**src/rtl/score_controller.sv**
```systemverilog
// rtl/score_controller.sv - game state sequencer: serial kill-mask scoring, lives, level and high score
module score_controller #(
    parameter int N_ENEMY      = 8,
    parameter int SCORE_W      = 10,
    parameter int PTS_PER_KILL = 1,
    parameter int START_LIVES  = 3
) (
    input  logic               clk,
    input  logic               rst,
    input  logic               game_start,
    input  logic               kill_valid,
    input  logic [N_ENEMY-1:0] kill_mask,
    output logic               kill_ready,
    input  logic               player_hit,
    output logic [SCORE_W-1:0] score,
    output logic [SCORE_W-1:0] high_score,
    output logic [1:0]         lives,
    output logic [3:0]         level,
    output logic [N_ENEMY-1:0] alive_mask,
    output logic [1:0]         state,
    output logic               level_clear,
    output logic               game_over
);

    typedef enum logic [1:0] {
        IDLE = 2'd0,
        PLAY = 2'd1,
        SCAN = 2'd2,
        OVER = 2'd3
    } state_t;

    localparam int                 IDX_W     = (N_ENEMY > 1) ? $clog2(N_ENEMY) : 1;
    localparam logic [SCORE_W-1:0] SCORE_MAX = '1;
    localparam logic [N_ENEMY-1:0] ALL_ALIVE = '1;
    localparam logic [IDX_W-1:0]   LAST_IDX  = IDX_W'(N_ENEMY - 1);

    state_t             state_q, state_d;
    logic [SCORE_W-1:0] score_q, score_d;
    logic [SCORE_W-1:0] high_q, high_d;
    logic [1:0]         lives_q, lives_d;
    logic [3:0]         level_q, level_d;
    logic [N_ENEMY-1:0] alive_q, alive_d;
    logic [N_ENEMY-1:0] pending_q, pending_d;
    logic [IDX_W-1:0]   idx_q, idx_d;
    logic               hit_pend_q, hit_pend_d;
    logic               clear_q, clear_d;
    logic [SCORE_W:0]   score_sum;
    logic [SCORE_W-1:0] score_inc;
    logic               hit_now;

    // One extra bit on the sum lets saturation be detected without wrapping.
    assign score_sum = {1'b0, score_q} + (SCORE_W + 1)'(PTS_PER_KILL);
    assign score_inc = (score_sum > {1'b0, SCORE_MAX}) ? SCORE_MAX : score_sum[SCORE_W-1:0];

    always_comb begin
        state_d    = state_q;
        score_d    = score_q;
        high_d     = high_q;
        lives_d    = lives_q;
        level_d    = level_q;
        alive_d    = alive_q;
        pending_d  = pending_q;
        idx_d      = idx_q;
        hit_pend_d = hit_pend_q;
        clear_d    = 1'b0;
        hit_now    = hit_pend_q | player_hit;

        case (state_q)
            IDLE, OVER: begin
                if (game_start) begin
                    state_d    = PLAY;
                    score_d    = '0;
                    lives_d    = 2'(START_LIVES);
                    level_d    = 4'd1;
                    alive_d    = ALL_ALIVE;
                    hit_pend_d = 1'b0;
                end
            end
            PLAY: begin
                // A fatal hit wins over a simultaneous kill, which is discarded.
                if (player_hit && (lives_q <= 2'd1)) begin
                    lives_d = 2'd0;
                    state_d = OVER;
                    high_d  = (score_q > high_q) ? score_q : high_q;
                end else begin
                    if (player_hit) begin
                        lives_d = lives_q - 2'd1;
                    end
                    if (kill_valid) begin
                        pending_d  = kill_mask & alive_q;
                        alive_d    = alive_q & ~kill_mask;
                        idx_d      = '0;
                        hit_pend_d = 1'b0;
                        state_d    = SCAN;
                    end
                end
            end
            SCAN: begin
                if (pending_q[idx_q]) begin
                    score_d = score_inc;
                end
                hit_pend_d = hit_now;
                if (idx_q == LAST_IDX) begin
                    state_d    = PLAY;
                    hit_pend_d = 1'b0;
                    if (alive_q == '0) begin
                        clear_d = 1'b1;
                        level_d = (level_q == 4'd15) ? level_q : level_q + 4'd1;
                        alive_d = ALL_ALIVE;
                    end
                    // Deferred hits land after the wave refill so a clear still pulses.
                    if (hit_now) begin
                        if (lives_q > 2'd1) begin
                            lives_d = lives_q - 2'd1;
                        end else begin
                            lives_d = 2'd0;
                            state_d = OVER;
                            high_d  = (score_d > high_q) ? score_d : high_q;
                        end
                    end
                end else begin
                    idx_d = idx_q + IDX_W'(1);
                end
            end
            default: state_d = IDLE;
        endcase
    end

    always_ff @(posedge clk) begin
        if (rst) begin
            state_q    <= IDLE;
            score_q    <= '0;
            high_q     <= '0;
            lives_q    <= '0;
            level_q    <= '0;
            alive_q    <= '0;
            pending_q  <= '0;
            idx_q      <= '0;
            hit_pend_q <= 1'b0;
            clear_q    <= 1'b0;
        end else begin
            state_q    <= state_d;
            score_q    <= score_d;
            high_q     <= high_d;
            lives_q    <= lives_d;
            level_q    <= level_d;
            alive_q    <= alive_d;
            pending_q  <= pending_d;
            idx_q      <= idx_d;
            hit_pend_q <= hit_pend_d;
            clear_q    <= clear_d;
        end
    end

    assign kill_ready  = (state_q == PLAY);
    assign score       = score_q;
    assign high_score  = high_q;
    assign lives       = lives_q;
    assign level       = level_q;
    assign alive_mask  = alive_q;
    assign state       = state_q;
    assign level_clear = clear_q;
    assign game_over   = (state_q == OVER);

endmodule

```
**config.mk**
```make
export PLATFORM = sky130hd
export DESIGN_NAME = score_controller
export DESIGN_NICKNAME = d
export VERILOG_FILES = /design/src/rtl/score_controller.sv
export SDC_FILE = /design/constraint.sdc
export NUM_CORES = 1
export LEC_CHECK = 0
export ABC_AREA = 1
export BUFFER_PORTS_ARGS = -buffer_cell sky130_fd_sc_hd__buf_2
export CAP_MARGIN = 20
export CORE_MARGIN = 10
export CORE_UTILIZATION = 55
export CTS_BUF_LIST = sky130_fd_sc_hd__clkbuf_16
export CTS_CLUSTER_SIZE = 14
export DETAILED_ROUTE_END_ITERATION = 16
export PLACE_DENSITY_LB_ADDON = 0.2
export SYNTH_ARGS = -nofsm -noshare
export SYNTH_HDL_FRONTEND = slang
export SYNTH_SLANG_ARGS = --single-unit
export TNS_END_PERCENT = 10
```
**constraint.sdc**
```tcl
create_clock -name clk -period 4.6 [get_ports clk]
set_input_delay 1.15 -clock clk [delete_from_list [all_inputs] [get_ports clk]]
set_output_delay 1.15 -clock clk [all_outputs]
set_load 0.02 [all_outputs]
```
# After elaboration in Yosys (flattened, before gate mapping)
# Cells that the tools add are included.
# W data, S select, Z words.
# word_totals
ff_bits,49
memories,0
output_inout_bits,39
latch_bits,0
romBits,0
input_bits,13
elab_cells,111
mem_bits_rw,0
# classes
n_shift,0
addsub,4
eq_ne,19
n_lt_le_gt_ge,6
n_reduce_logical,16
n_mux,49
div,0
n_bitwise,7
n_mul,0
# ops
operator,n
$mux W10,10
$mux W8,5
$pmux W10 S2,2
$mux W2,12
$pmux W8 S3,1
$gt A10 B10 Y1,2
$ne A2 B2 Y1 const B,10
$and A8 B8 Y8,2
$mux W4,4
$pmux W2 S3,2
$add A10 B1 Y11 const B,1
$gt A11 B10 Y1 const B,1
$reduce_and A5 Y1,2
$mux W3,3
$reduce_and A3 Y1,3
$logic_not A8 Y1,1
$not A8 Y8,1
$pmux W4 S2,1
$reduce_and A4 Y1,2
$reduce_and A7 Y1,1
$mux W1,6
$pmux W3 S2,1
$add A4 B1 Y4 const B,1
$eq A2 B2 Y1 const B,2
21 further kinds,25

# Longest topological paths before layout
# depth
depth_word,11
mapped_depth,24
mapped_depth_nobuf,23

# Worst setup path after synthesis
# OpenSTA, ideal clock, no wires.
# synth_path
kind,register -> register
from,"register score_q[1], in the netlist score[1]"
to,"register high_q[5], in the netlist high_score[5]"
path_slack_ns,1.510
path_stages_with_launch,21
synth_period_minus_slack_ns,3.090
t_arrival_ns,2.973
n_path_buf,1
path_cell_list,dfxtp_1 > ha_1 > nand2_2 > nor2_4 > nand2_4 > xor2_2 > nor2_4 > nand2_4 > nand3_2 > and2_1 > ha_1 > nand2_1 > nor2_1 > o211ai_1 > nand3_1 > nand2_1 > nand2_1 > nand3_2 > buf_2 > nor3_1 > nor2_1
# synth_via
elab_chain_len,10
word_cells_on_any_way,15
classes_between,add/sub: 1; order compare: 3; eq/ne: 2; mux: 8; reduce/logical: 1
# synth_lines
item,line,rtl
"start, declared",38,"logic [SCORE_W-1:0] score_q, score_d;"
"start signal, assigned",143,score_q <= score_d;
"parallel branches: the longest is 10 deep, another holds $add A10 B1 Y11",-,
"end signal, assigned",144,high_q <= high_d;
"end, declared",39,"logic [SCORE_W-1:0] high_q, high_d;"
# Several ways; the timed one is not identified. The select of a mux whose other input is x is not followed.
# A chain may end at the register's enable or synchronous reset.

# Final worst setup path
# layout_path
from,"register score_q[1], in the netlist score[1]"
to,"register high_q[1], in the netlist high_score[1]"
# The elaborated chain is that of the path after synthesis.

==> results.md <==
| Group | Parameter | Reported |
| --- | --- | --- |
| route | Vias per inst | 5.46 |
| grt | Antenna violations before repair | 0 |
| route | DRT Wirelength | 8940 um |
| floorplan | Area enclosed by the die boundary | 9680 um2 |
| setup path | Worst reg2reg path depth | 20 |
| place | Detailed placer's ending HPWL | 6580 um |
| clock network | H-tree depth | 2 |
| pwr | Clock power frac | 16.1% |
| timing | Clock period minus final worst setup slack | 3470 ps |
| floorplan | Number of top-level pins | 52 |
| route | Total via count after detailed routing | 3403 |
| yosys | Number of flops mapped to enable cells by yosys | 0 |
| finish | Fraction of layout cells with a size suffix above 1 | 17.3% |
| timing | Ratio of final minimum period to clock period | 75.5% |
| timing | Max frequency | 0.288 GHz |
| yosys | Synthesized area per cell | 6.73 um2 |
| route | Residual DRC | 0 |
| finish | Number of fill cells in the layout | 561 |
| clock network | Clk Latency, worst-skew pair | 290 ps |
| route | Detailed router's first-iteration violation count | 213 |
| yosys | Cell count after synthesis | 502 |
| yosys | FFs w/ async S/R, synth | 0% |
| job | Max Cap Viol | 0 |
| grt | Maximum number of pins on one net before global-route repair | 35 |
| finish | Net total in the final layout | 591 |
| yosys | Netlist area before placement | 3380 um2 |
| finish | Most common cell after layout, fill and taps aside | sky130_fd_sc_hd__nand2_1 |
| setup path | Critical path cell sequence | ha_1, nand2_2, nor2_4, nand2_4, xor2_2, nor2_4, nand2_4, nand3_2, and2_1, ha_1, nand2_1, nor2_1, o211ai_1, nand3_1, nand2_1, nand2_1, nand3_2, nand2_1, nand2_1, a21oi_1 |
| setup path | Cell repeated most along the worst path | sky130_fd_sc_hd__nand2_1 |
| setup path | Bufs and invs on worst path | 0 |
| clock network | CTS tree | done |
| clock network | Quantity of gates resized following cts | 0 |
| floorplan | Floorplan row count | 28 |
| clock network | Root buf cell | sky130_fd_sc_hd__clkbuf_16 |
| pwr | Total power of the final layout | 2.36 mW |
| setup path | Required time of the critical path | 4820 ps |
| setup path | Worst reg2reg startpoint | score[1] |
| worst hold path | Hold path depth | 2 |
| grt | Via count of the first global-routing pass | 3312 |
| yosys | Synthesis-stage register bit count | 49 |
| clock network | Num CTS Buffers | 5 |
| finish | Register Area | 981 um2 |
| timing | Endpoints failing hold | 0 |
| place | Routability cong. | 0.911 |
| finish | Commonest non-fill, non-tap cells in the layout | sky130_fd_sc_hd__nand2_1 (125), sky130_fd_sc_hd__inv_1 (56), sky130_fd_sc_hd__nor2_1 (53) |
| clock network | Clock transition time at the flip-flop clock pins of the worst setup and hold paths | 70 ps |
| floorplan | Height of the die | 98.4 um |
| grt | Global route total overflow | 0 |
| clock network | Post-CTS setup buffers | 0 |
| route | DR pass1 iterations | 4 |
| setup path | Critical path fanouts, max | 18 |
| floorplan | Effective utilization at floorplan | 56.7% |
| setup path | Worst path top cell family by delay | simple AND/OR/NAND/NOR gates |
| pwr | Internal power consumption | 1.17 mW |
| clock network | Number of buffers added to fix hold violations after cts | 0 |
| pwr | Switching share of power | 50.5% |
| timing | Headroom to the max-slew limit | 26.1% |
| finish | Area added between synthesis and finish | 13.1% |
| setup path | Largest stage delay on the critical path | 500 ps |
| timing | Slew at the pin with the worst max-slew slack | 1100 ps |
| yosys | Post-Syn Nets | 546 |
| setup path | Critical Path Sink Type | flop |
| route | Remaining antenna violation count | 0 |
| pwr | Sequential fraction of design power | 26.0% |
| pwr | Part of the total power dissipated in combinational logic | 57.9% |
| pwr | Maximum vdd ir drop | 432 uV |
| setup path | Worst r2r dst | high_score[1] |
| finish | Area taken by multi-input logic gates | 2100 um2 |
| floorplan | Area of the core region | 5960 um2 |
| yosys | Dominant synthesized flop cell | sky130_fd_sc_hd__dfxtp_1 |
| place | Instance count after placement with tap cells included | 615 |
| floorplan | X dimension of the die | 98.4 um |
| grt | Overall fraction of global-route tracks in use | 18.1% |
| timing | Final setup TNS | 0 ps |
| clock network | Clock buffer depth | 2 |
| yosys | Synth cell types | 40 |
| setup path | Kind of start point of the critical path | flop |
| worst hold path | Hold path endpoint | pending_q[2] |
| setup path | Worst-case register-to-register setup slack | 1130 ps |
| finish | Finished Layout Cells | 623 |
| timing | Endpoints failing setup | 0 |
| place | Port buffer count | 51 |
| finish | Number of antenna repair diodes | 0 |
| timing | Unrepaired setup endpoints after global routing | false |
| worst hold path | Launch point of the worst hold path | pending_q[2] |
| setup path | Cell with the largest stage delay on the worst path | sky130_fd_sc_hd__dfxtp_1 |
| setup path | Data arrival at the endpoint of the critical path | 3700 ps |
| timing | Skew final | 7.15 ps |
| grt | Global-route wire length before repair | 15100 um |
| clock network | CTS sink cnt | 49 |
| run status | Status | finished, final reports clean |
| timing | Final Max Tran Viols | 0 |
| yosys | Share of the yosys chip area belonging to registers | 29.0% |
| pwr | Power density over the cells | 618 nW/um2 |
| setup path | Critical path class | flop to flop |
| pwr | Reported leakage power | 1.95 nW |
| worst hold path | Worst min-delay path class | flop to flop |
| route | DR WL/cell | 14.3 um |
| pwr | Psw | 1.19 mW |
| yosys | Warnings from Yosys | 0 |
logic make-up after synthesis:
kind of cell / after synthesis / synth area share (%)
flip-flops: 49 / 29.0
XOR/XNOR: 1 / 0.482
buffers and inverters: 76 / 8.93
adder cells (fa/ha/maj): 31 / 11.5
AO/OA/AOI/OAI: 87 / 14.2
AND/OR/NAND/NOR: 258 / 35.9
sequential cells by signal, indices dropped and copies added, names as in the netlist:
register     flops
lives            2
high_score      10
level_clear      1
pending_q        8
alive_mask       8
score           10
hit_pend_q       1
idx_q            3
level            4
state            2
layer usage:
metal	part of all wire, %	up-vias	global-route usage, %	routed length, um
li1	-	1732	-	-
met1	44	1548	21.1	3960
met2	48	100	31.8	4300
met3	4.6	23	3.66	415
met4	2.9	0	6.73	263
met5	0	-	0	0
power groups by stage:
stage	clock [mW]	combinational [mW]	sequential [mW]
detailed placement	0	1.36	0.623
floorplan	0	0.908	0.721
CTS	0.385	1.37	0.614
finish	0.380	1.37	0.614
global route	0.401	1.54	0.629
global placement	0	1.32	0.620
synth_stat cells (6+ instances only):
| cell type | count | area [um2] |
|---|---|---|
| sky130_fd_sc_hd__buf_2 | 6 | 30.0 |
| sky130_fd_sc_hd__nor2_1 | 53 | 199 |
| sky130_fd_sc_hd__nand2_1 | 125 | 469 |
| sky130_fd_sc_hd__dfxtp_1 | 49 | 981 |
| sky130_fd_sc_hd__ha_1 | 31 | 388 |
| sky130_fd_sc_hd__nand3_1 | 24 | 120 |
| sky130_fd_sc_hd__a21oi_1 | 49 | 245 |
| sky130_fd_sc_hd__clkbuf_1 | 7 | 26.3 |
| sky130_fd_sc_hd__nand3_2 | 9 | 90.1 |
| sky130_fd_sc_hd__inv_1 | 56 | 210 |
| sky130_fd_sc_hd__nand4_1 | 11 | 68.8 |
| sky130_fd_sc_hd__o21ai_0 | 18 | 90.1 |
through the flow:
| step | cell area [um2] | hold slack [ps] | util [%] | setup slack [ps] |
|---|---|---|---|---|
| 2_1_floorplan | 3380 | 432 | - | 1510 |
| 3_3_place_gp | 3670 | 454 | 61.6 | 1370 |
| 3_5_place_dp | 3670 | 449 | 61.6 | 1190 |
| 4_1_cts | 3820 | 463 | 64.2 | 1170 |
| 5_1_grt | 3820 | 490 | 64.2 | 758 |
| 6_report | 3820 | 464 | 64.2 | 1130 |
area by class of cell:
cell class / count / share of cell area, %
repair buffers: 52 / 6.88
flip-flops and latches: 49 / 25.7
well taps: 75 / 2.46
clock buffers: 5 / 3.27
clock inverters: 3 / 0.655
inverters: 62 / 6.22
multi-input cells: 377 / 54.8
worst min-delay path, cell delays in order, from the launching register on:
cell and delay (ps):
sky130_fd_sc_hd__dfxtp_1 300, sky130_fd_sc_hd__inv_1 60, sky130_fd_sc_hd__a211oi_1 60
how the worst max path moves through the flow:
| stage | from | endpoint | slack, ps | depth (start not counted) |
|---|---|---|---|---|
| global route | score[1] | high_score[1] | 760 | 20 |
| floorplan | score[1] | high_score[5] | 1510 | 20 |
| finish | score[1] | high_score[1] | 1130 | 20 |
| global placement | score[1] | high_score[5] | 1370 | 19 |
| detailed placement | score[1] | high_score[5] | 1190 | 19 |
| CTS | score[1] | high_score[1] | 1170 | 20 |
Power figures use the tool's default switching activity.
